[src/rtl/l1_buffer_addr_ctrl_if.sv]
// l1_buffer_addr_ctrl_if: control, SRAM and event-FIFO signals of the L1 buffer controller
interface l1_buffer_addr_ctrl_if #(
  parameter int ADDRWIDTH  = 7,
  parameter int L1CNTWIDTH = 8
);
  logic                  enable;
  logic [ADDRWIDTH-1:0]  latency;
  logic                  L1A;
  logic                  wren;
  logic [ADDRWIDTH-1:0]  wrAddr;
  logic                  rden;
  logic [ADDRWIDTH-1:0]  rdAddr;
  logic                  sramHit;
  logic                  evtValid;
  logic                  evtReady;
  logic                  evtHit;
  logic [L1CNTWIDTH-1:0] evtL1Cnt;
  logic [L1CNTWIDTH-1:0] l1Cnt;
  logic                  overflow;
  logic [7:0]            dropCnt;
  modport master (
    output enable, latency, L1A, sramHit, evtReady,
    input  wren, wrAddr, rden, rdAddr, evtValid, evtHit, evtL1Cnt, l1Cnt, overflow, dropCnt
  );
  modport slave (
    input  enable, latency, L1A, sramHit, evtReady,
    output wren, wrAddr, rden, rdAddr, evtValid, evtHit, evtL1Cnt, l1Cnt, overflow, dropCnt
  );
endinterface

[src/rtl/l1_buffer_addr_ctrl.sv]
// l1_buffer_addr_ctrl: circular write addressing, L1A-triggered reads and a 4-deep event FIFO
module l1_buffer_addr_ctrl #(
  parameter int ADDRWIDTH  = 7,
  parameter int L1CNTWIDTH = 8
) (
  input logic clk,
  input logic reset,
  l1_buffer_addr_ctrl_if.slave bus
);
  logic [3:0]                 fh;
  logic [3:0][L1CNTWIDTH-1:0] ft;
  logic [1:0]                 wp, rp;
  logic [2:0]                 cnt;
  logic [L1CNTWIDTH-1:0]      tag;
  logic                       fire, acc, pop;
  assign bus.evtValid = cnt != 3'd0;
  assign bus.evtHit   = fh[rp];
  assign bus.evtL1Cnt = ft[rp];
  // a trigger is accepted only if the FIFO can hold it alongside the read still in flight
  always_comb begin
    fire = bus.L1A & bus.enable;
    acc  = fire & (cnt + 3'(bus.rden) < 3'd4);
    pop  = bus.evtValid & bus.evtReady;
  end
  // write pointer, trigger pipeline, drop accounting and FIFO state
  always_ff @(posedge clk) begin
    if (reset) begin
      bus.wren     <= 1'b0;
      bus.wrAddr   <= '0;
      bus.rden     <= 1'b0;
      bus.rdAddr   <= '0;
      bus.l1Cnt    <= '0;
      bus.overflow <= 1'b0;
      bus.dropCnt  <= '0;
      tag          <= '0;
      fh           <= '0;
      ft           <= '0;
      wp           <= '0;
      rp           <= '0;
      cnt          <= '0;
    end else begin
      bus.wren <= bus.enable;
      if (bus.wren) bus.wrAddr <= bus.wrAddr + ADDRWIDTH'(1);
      if (fire) bus.l1Cnt <= bus.l1Cnt + L1CNTWIDTH'(1);
      if (fire & ~acc) begin
        bus.overflow <= 1'b1;
        bus.dropCnt  <= bus.dropCnt + 8'(bus.dropCnt != 8'hff);
      end
      bus.rden <= acc;
      if (acc) begin
        bus.rdAddr <= bus.wrAddr - bus.latency;
        tag        <= bus.l1Cnt;
      end
      if (bus.rden) begin
        fh[wp] <= bus.sramHit;
        ft[wp] <= tag;
        wp     <= wp + 2'd1;
      end
      if (pop) rp <= rp + 2'd1;
      cnt <= cnt + 3'(bus.rden) - 3'(pop);
    end
  end
endmodule
[src/flat_wrapper.sv]
// flat-port wrapper written by rule: the top's interface ports become plain ports
module l1_buffer_addr_ctrl_flat 
#(
  parameter int ADDRWIDTH  = 7,
  parameter int L1CNTWIDTH = 8
)
  (clk, reset, bus_enable, bus_latency, bus_L1A, bus_sramHit, bus_evtReady, bus_wren, bus_wrAddr, bus_rden, bus_rdAddr, bus_evtValid, bus_evtHit, bus_evtL1Cnt, bus_l1Cnt, bus_overflow, bus_dropCnt);
  l1_buffer_addr_ctrl_if #(.ADDRWIDTH(ADDRWIDTH), .L1CNTWIDTH(L1CNTWIDTH)) bus_i ();
  input logic clk;
  input logic reset;
  input wire logic [$bits(bus_i.enable)-1:0] bus_enable;
  input wire logic [$bits(bus_i.latency)-1:0] bus_latency;
  input wire logic [$bits(bus_i.L1A)-1:0] bus_L1A;
  input wire logic [$bits(bus_i.sramHit)-1:0] bus_sramHit;
  input wire logic [$bits(bus_i.evtReady)-1:0] bus_evtReady;
  output wire logic [$bits(bus_i.wren)-1:0] bus_wren;
  output wire logic [$bits(bus_i.wrAddr)-1:0] bus_wrAddr;
  output wire logic [$bits(bus_i.rden)-1:0] bus_rden;
  output wire logic [$bits(bus_i.rdAddr)-1:0] bus_rdAddr;
  output wire logic [$bits(bus_i.evtValid)-1:0] bus_evtValid;
  output wire logic [$bits(bus_i.evtHit)-1:0] bus_evtHit;
  output wire logic [$bits(bus_i.evtL1Cnt)-1:0] bus_evtL1Cnt;
  output wire logic [$bits(bus_i.l1Cnt)-1:0] bus_l1Cnt;
  output wire logic [$bits(bus_i.overflow)-1:0] bus_overflow;
  output wire logic [$bits(bus_i.dropCnt)-1:0] bus_dropCnt;
  assign bus_i.enable = bus_enable;
  assign bus_i.latency = bus_latency;
  assign bus_i.L1A = bus_L1A;
  assign bus_i.sramHit = bus_sramHit;
  assign bus_i.evtReady = bus_evtReady;
  assign bus_wren = bus_i.wren;
  assign bus_wrAddr = bus_i.wrAddr;
  assign bus_rden = bus_i.rden;
  assign bus_rdAddr = bus_i.rdAddr;
  assign bus_evtValid = bus_i.evtValid;
  assign bus_evtHit = bus_i.evtHit;
  assign bus_evtL1Cnt = bus_i.evtL1Cnt;
  assign bus_l1Cnt = bus_i.l1Cnt;
  assign bus_overflow = bus_i.overflow;
  assign bus_dropCnt = bus_i.dropCnt;
  l1_buffer_addr_ctrl #(.ADDRWIDTH(ADDRWIDTH), .L1CNTWIDTH(L1CNTWIDTH)) u_core (.clk(clk), .reset(reset), .bus(bus_i));
endmodule
[config.mk]
export PLATFORM = sky130hd
export DESIGN_NAME = l1_buffer_addr_ctrl_flat
export DESIGN_NICKNAME = d
export VERILOG_FILES = /design/src/rtl/l1_buffer_addr_ctrl_if.sv /design/src/rtl/l1_buffer_addr_ctrl.sv /design/src/flat_wrapper.sv
export SDC_FILE = /design/constraint.sdc
export NUM_CORES = 1
export LEC_CHECK = 0
export ABC_AREA = 1
export CORE_MARGIN = 2
export CORE_UTILIZATION = 54
export CTS_CLUSTER_SIZE = 28
export DETAILED_ROUTE_END_ITERATION = 6
export PLACE_DENSITY_LB_ADDON = 0.12
export RECOVER_POWER = 25
export SLEW_MARGIN = 10
export SYNTH_ARGS = -nofsm -noshare
export SYNTH_HDL_FRONTEND = slang
export SYNTH_SLANG_ARGS = --single-unit
[constraint.sdc]
create_clock -name clk -period 2.2 [get_ports clk]
set_input_delay 0.33 -clock clk [delete_from_list [all_inputs] [get_ports clk]]
set_output_delay 0.33 -clock clk [all_outputs]
set_load 0.005 [all_outputs]
==> results by group <==
Yosys
  • Main synth FF type: dfxtp_1
  • Synthesized instance count: 530
  • Post-synth net total: 562
  • Ys async rst share: 0%
  • Syn Area/Cell: 7.32 µm²
  • #FFs+latches synth: 84
  • Distinct cells, synth: 37
  • Post-synth EDFFs: 0
  • Main area contributors after synthesis: dfxtp_1 (43%), nor2_1 (12%), o21ai_0 (8.9%), nand2_1 (6.5%), ha_1 (5.8%)
  • Synth top area share: 43.4%
  • Mapped cell area: 3880 µm²
  • Syn. warnings: 0
  • Area leader, netlist: dfxtp_1
  • Seq/Total Area, Yosys: 43.4%

Floorplan
  • Die area: 7870 µm²
  • Initial core utilization: 56.4%
  • Site Rows: 30
  • # IOs: 56
  • Die height: 88.7 µm
  • Die X: 88.7 µm
  • Core Region: 6870 µm²

Timing
  • Clk_skew: 0.0104 ns
  • Worst slew pin tran: 0.636 ns
  • Slew Viols, Final: 0
  • RSZ-0062 raised after global routing: true
  • Final setup fails: 0
  • Hold_ws: 0.485 ns
  • Worst slew margin: 57.6%
  • Tmin final: 2.09 ns
  • Hold Fails Final Rpt: 0
  • Fmax: 478 MHz
  • Final period util: 95.1%

Worst setup path
  • Slowest Stage Delay on Critical Path: 0.45 ns
  • CP required: 1.87 ns
  • CP Launch Type: register
  • Critical R2R Launch: u_core.bus.dropCnt[2]
  • CP Class: reg2out
  • Register-to-Register Path Depth: 10
  • CP cell instances: clkinv_2, o21ai_0, o22ai_1, clkdlybuf4s50_1
  • R2R Path End: u_core.bus.dropCnt[4]
  • Crit path max-delay cell type: clkdlybuf4s50_1
  • Crit. End Element: output pin
  • CP Data Arrival Time: 1.76 ns
  • CP bufs+invs: 2
  • FF-to-FF setup slack: 0.30 ns
  • Worst Path Max Fanout: 19
  • Top delay family on crit path: buffers and inverters

Drt
  • Routed vias/inst: 5.09
  • Final wirelength: 8.42 mm
  • WL/cell: 12.3 µm
  • Antenna viol nets, final: 0
  • Remaining DRCs: 0
  • Drt first pass iters: 4
  • DRT iter0 DRCs: 157
  • Vias: 3493

Global route
  • Initial antenna violation count: 0
  • Grt ovf: 0
  • Tot GR Track Use: 22.9%
  • Vias in the first global route: 3321
  • First-pass GRT wire length: 14.3 mm
  • Largest net degree at the start of global routing: 62

Final layout
  • Fin nets: 617
  • Share of cells above drive strength 1: 6.44%
  • Area Growth Syn to Fin: 21.4%
  • Fin cells: 686
  • Final Util: 68.5%
  • Post-route design area: 4710 µm²
  • Ant. Diodes: 0
  • Fillcell total: 593

Min path
  • Hold Path Cell Cnt: 2
  • Hold endpoint: u_core.fh[1]
  • Hold Crit Start: u_core.fh[1]
  • Min-delay worst type: reg2reg

Power
  • Pleak: 1.96 nW
  • PnR Total Power: 3.76 mW
  • PD cells: 800 nW/µm²
  • VDD IR max: 0.477 mV

Clocking
  • Post-CTS Setup Inserts: 0
  • CTS tree: yes
  • Clk sink count: 84
  • Clock Latency Late Sink: 0.35 ns
  • Maximum buffer depth of the clock tree: 2
  • Cts bufs inserted: 9
  • Depth of the CTS H-tree: 3
  • CTS root buf: clkbuf_8
  • Clock-pin transition on the worst setup and hold timing paths: 0.09 ns

Placement
  • Post-placement cell area: 4490 µm²
  • Final HPWL DP: 6.09 mm
  • Final Wtd Congestion: 0.822
  • Placed Cells: 670
  • IO buf count: 55

Outcome
  • Status: complete, no violations

Flow run
  • Max-cap check violation count: 0
kinds of logic (layout without fill, tap and decap cells):
kind of cell / after synthesis / count (layout) / share of synthesized area [%]
and+or+nand+nor: 232 / 232 / 24.9
AOI/OAI and AO/OA: 119 / 119 / 16.1
DFF: 84 / 84 / 43.4
buffers and inverters: 71 / 131 / 8.20
adders and majority gates: 19 / 19 / 6.32
xor gates and xnor gates: 5 / 5 / 1.13
cell usage after synthesis, types with 3 or more instances:
cell and number:
nor2_1 126, dfxtp_1 84, o21ai_0 69, nand2_1 67, inv_1 48, a21oi_1 30
ha_1 18, nand3_1 18, o22ai_1 9, buf_2 7, nand4_1 6, o21ai_1 5
clkbuf_1 4, inv_2 4, xnor2_1 4, nand2_4 3, nor3_1 3, o21ai_2 3
worst max-delay path by stage:
stage                            end  depth (start not counted)                  start  slack, ns
6_report             bus_evtL1Cnt[0]                          4           u_core.rp[0]       0.11
2_1_floorplan  u_core.bus.dropCnt[4]                         10  u_core.bus.dropCnt[2]       0.43
3_5_place_dp    u_core.bus.rdAddr[6]                         10         bus_latency[0]       0.21
5_1_grt              bus_evtL1Cnt[5]                          4           u_core.rp[0]     -0.003
4_1_cts              bus_evtL1Cnt[1]                          3           u_core.rp[1]       0.05
3_3_place_gp    u_core.bus.rdAddr[6]                         10         bus_latency[0]       0.26
metal layers:
layer	vias to the layer above	global-route usage, %	share of wire, %
met4	0	6.75	0.88
met2	63	41.7	49
met1	1589	25.7	46
met3	9	6.81	4.7
li1	1832	-	-
met5	-	0	0
repair_timing:
action / 4_1_cts / 5_1_grt
gates resized for setup: 2 / 5
hold buffers: 0 / 0
setup endpoints to repair: 9 / 10
power breakdown:
group	total, mW	leakage, nW	switching (mW)	internal [mW]
Clock	1.11	0.0999	0.549	0.560
Combinational	0.950	1.17	0.483	0.467
Sequential	1.70	0.682	0.0855	1.62
Total	3.76	1.96	1.12	2.65
tightest hold or removal path: cells and delay by family (launching register included):
kind / cells / cell delay (ns)
flops: 1 / 0.33
simple gates: 2 / 0.12
through the flow:
| stage | worst slack [ns] | setup TNS [ns] |
|---|---|---|
| 5_1_grt | -0.00299 | -0.00299 |
| 3_3_place_gp | 0.258 | 0 |
| 6_report | 0.108 | 0 |
| 3_5_place_dp | 0.210 | 0 |
| 4_1_cts | 0.0542 | 0 |
| 2_1_floorplan | 0.426 | 0 |
sequential cells by signal, indices dropped and copies added, names as in the netlist, 3 cells and up:
name	count
u_core.bus.dropCnt	8
u_core.bus.l1Cnt	8
u_core.bus.rdAddr	7
u_core.bus.wrAddr	7
u_core.cnt	3
u_core.fh	4
u_core.ft	32
u_core.tag	8
area by class of cell:
cell class              count  area [µm²]  area share [%]
well taps                  96         120            2.55
flip-flops and latches     84        1680            35.8
repair buffers             60         601            12.8
inverters                  55         215            4.57
clock buffers              11         141            3.00
multi-input cells         375        1890            40.1
clock inverters             5        60.1            1.28
cell usage in the layout, fill, tap and decap left out, drive strengths merged, types with 2 or more instances in the layout:
master	synthesis	final
o22ai	9	9
buf	10	4
nor3	3	3
or2	3	3
dfxtp	84	84
nand3	18	18
nand2	70	70
a21oi	30	30
xnor2	4	4
clkinv	2	4
o21bai	2	2
ha	18	18
clkdlybuf4s50	0	54
inv	53	54
nand4	6	6
clkbuf	6	12
o21ai	77	77
nor2	129	129
Note: power is estimated with default switching activity, not from simulation.
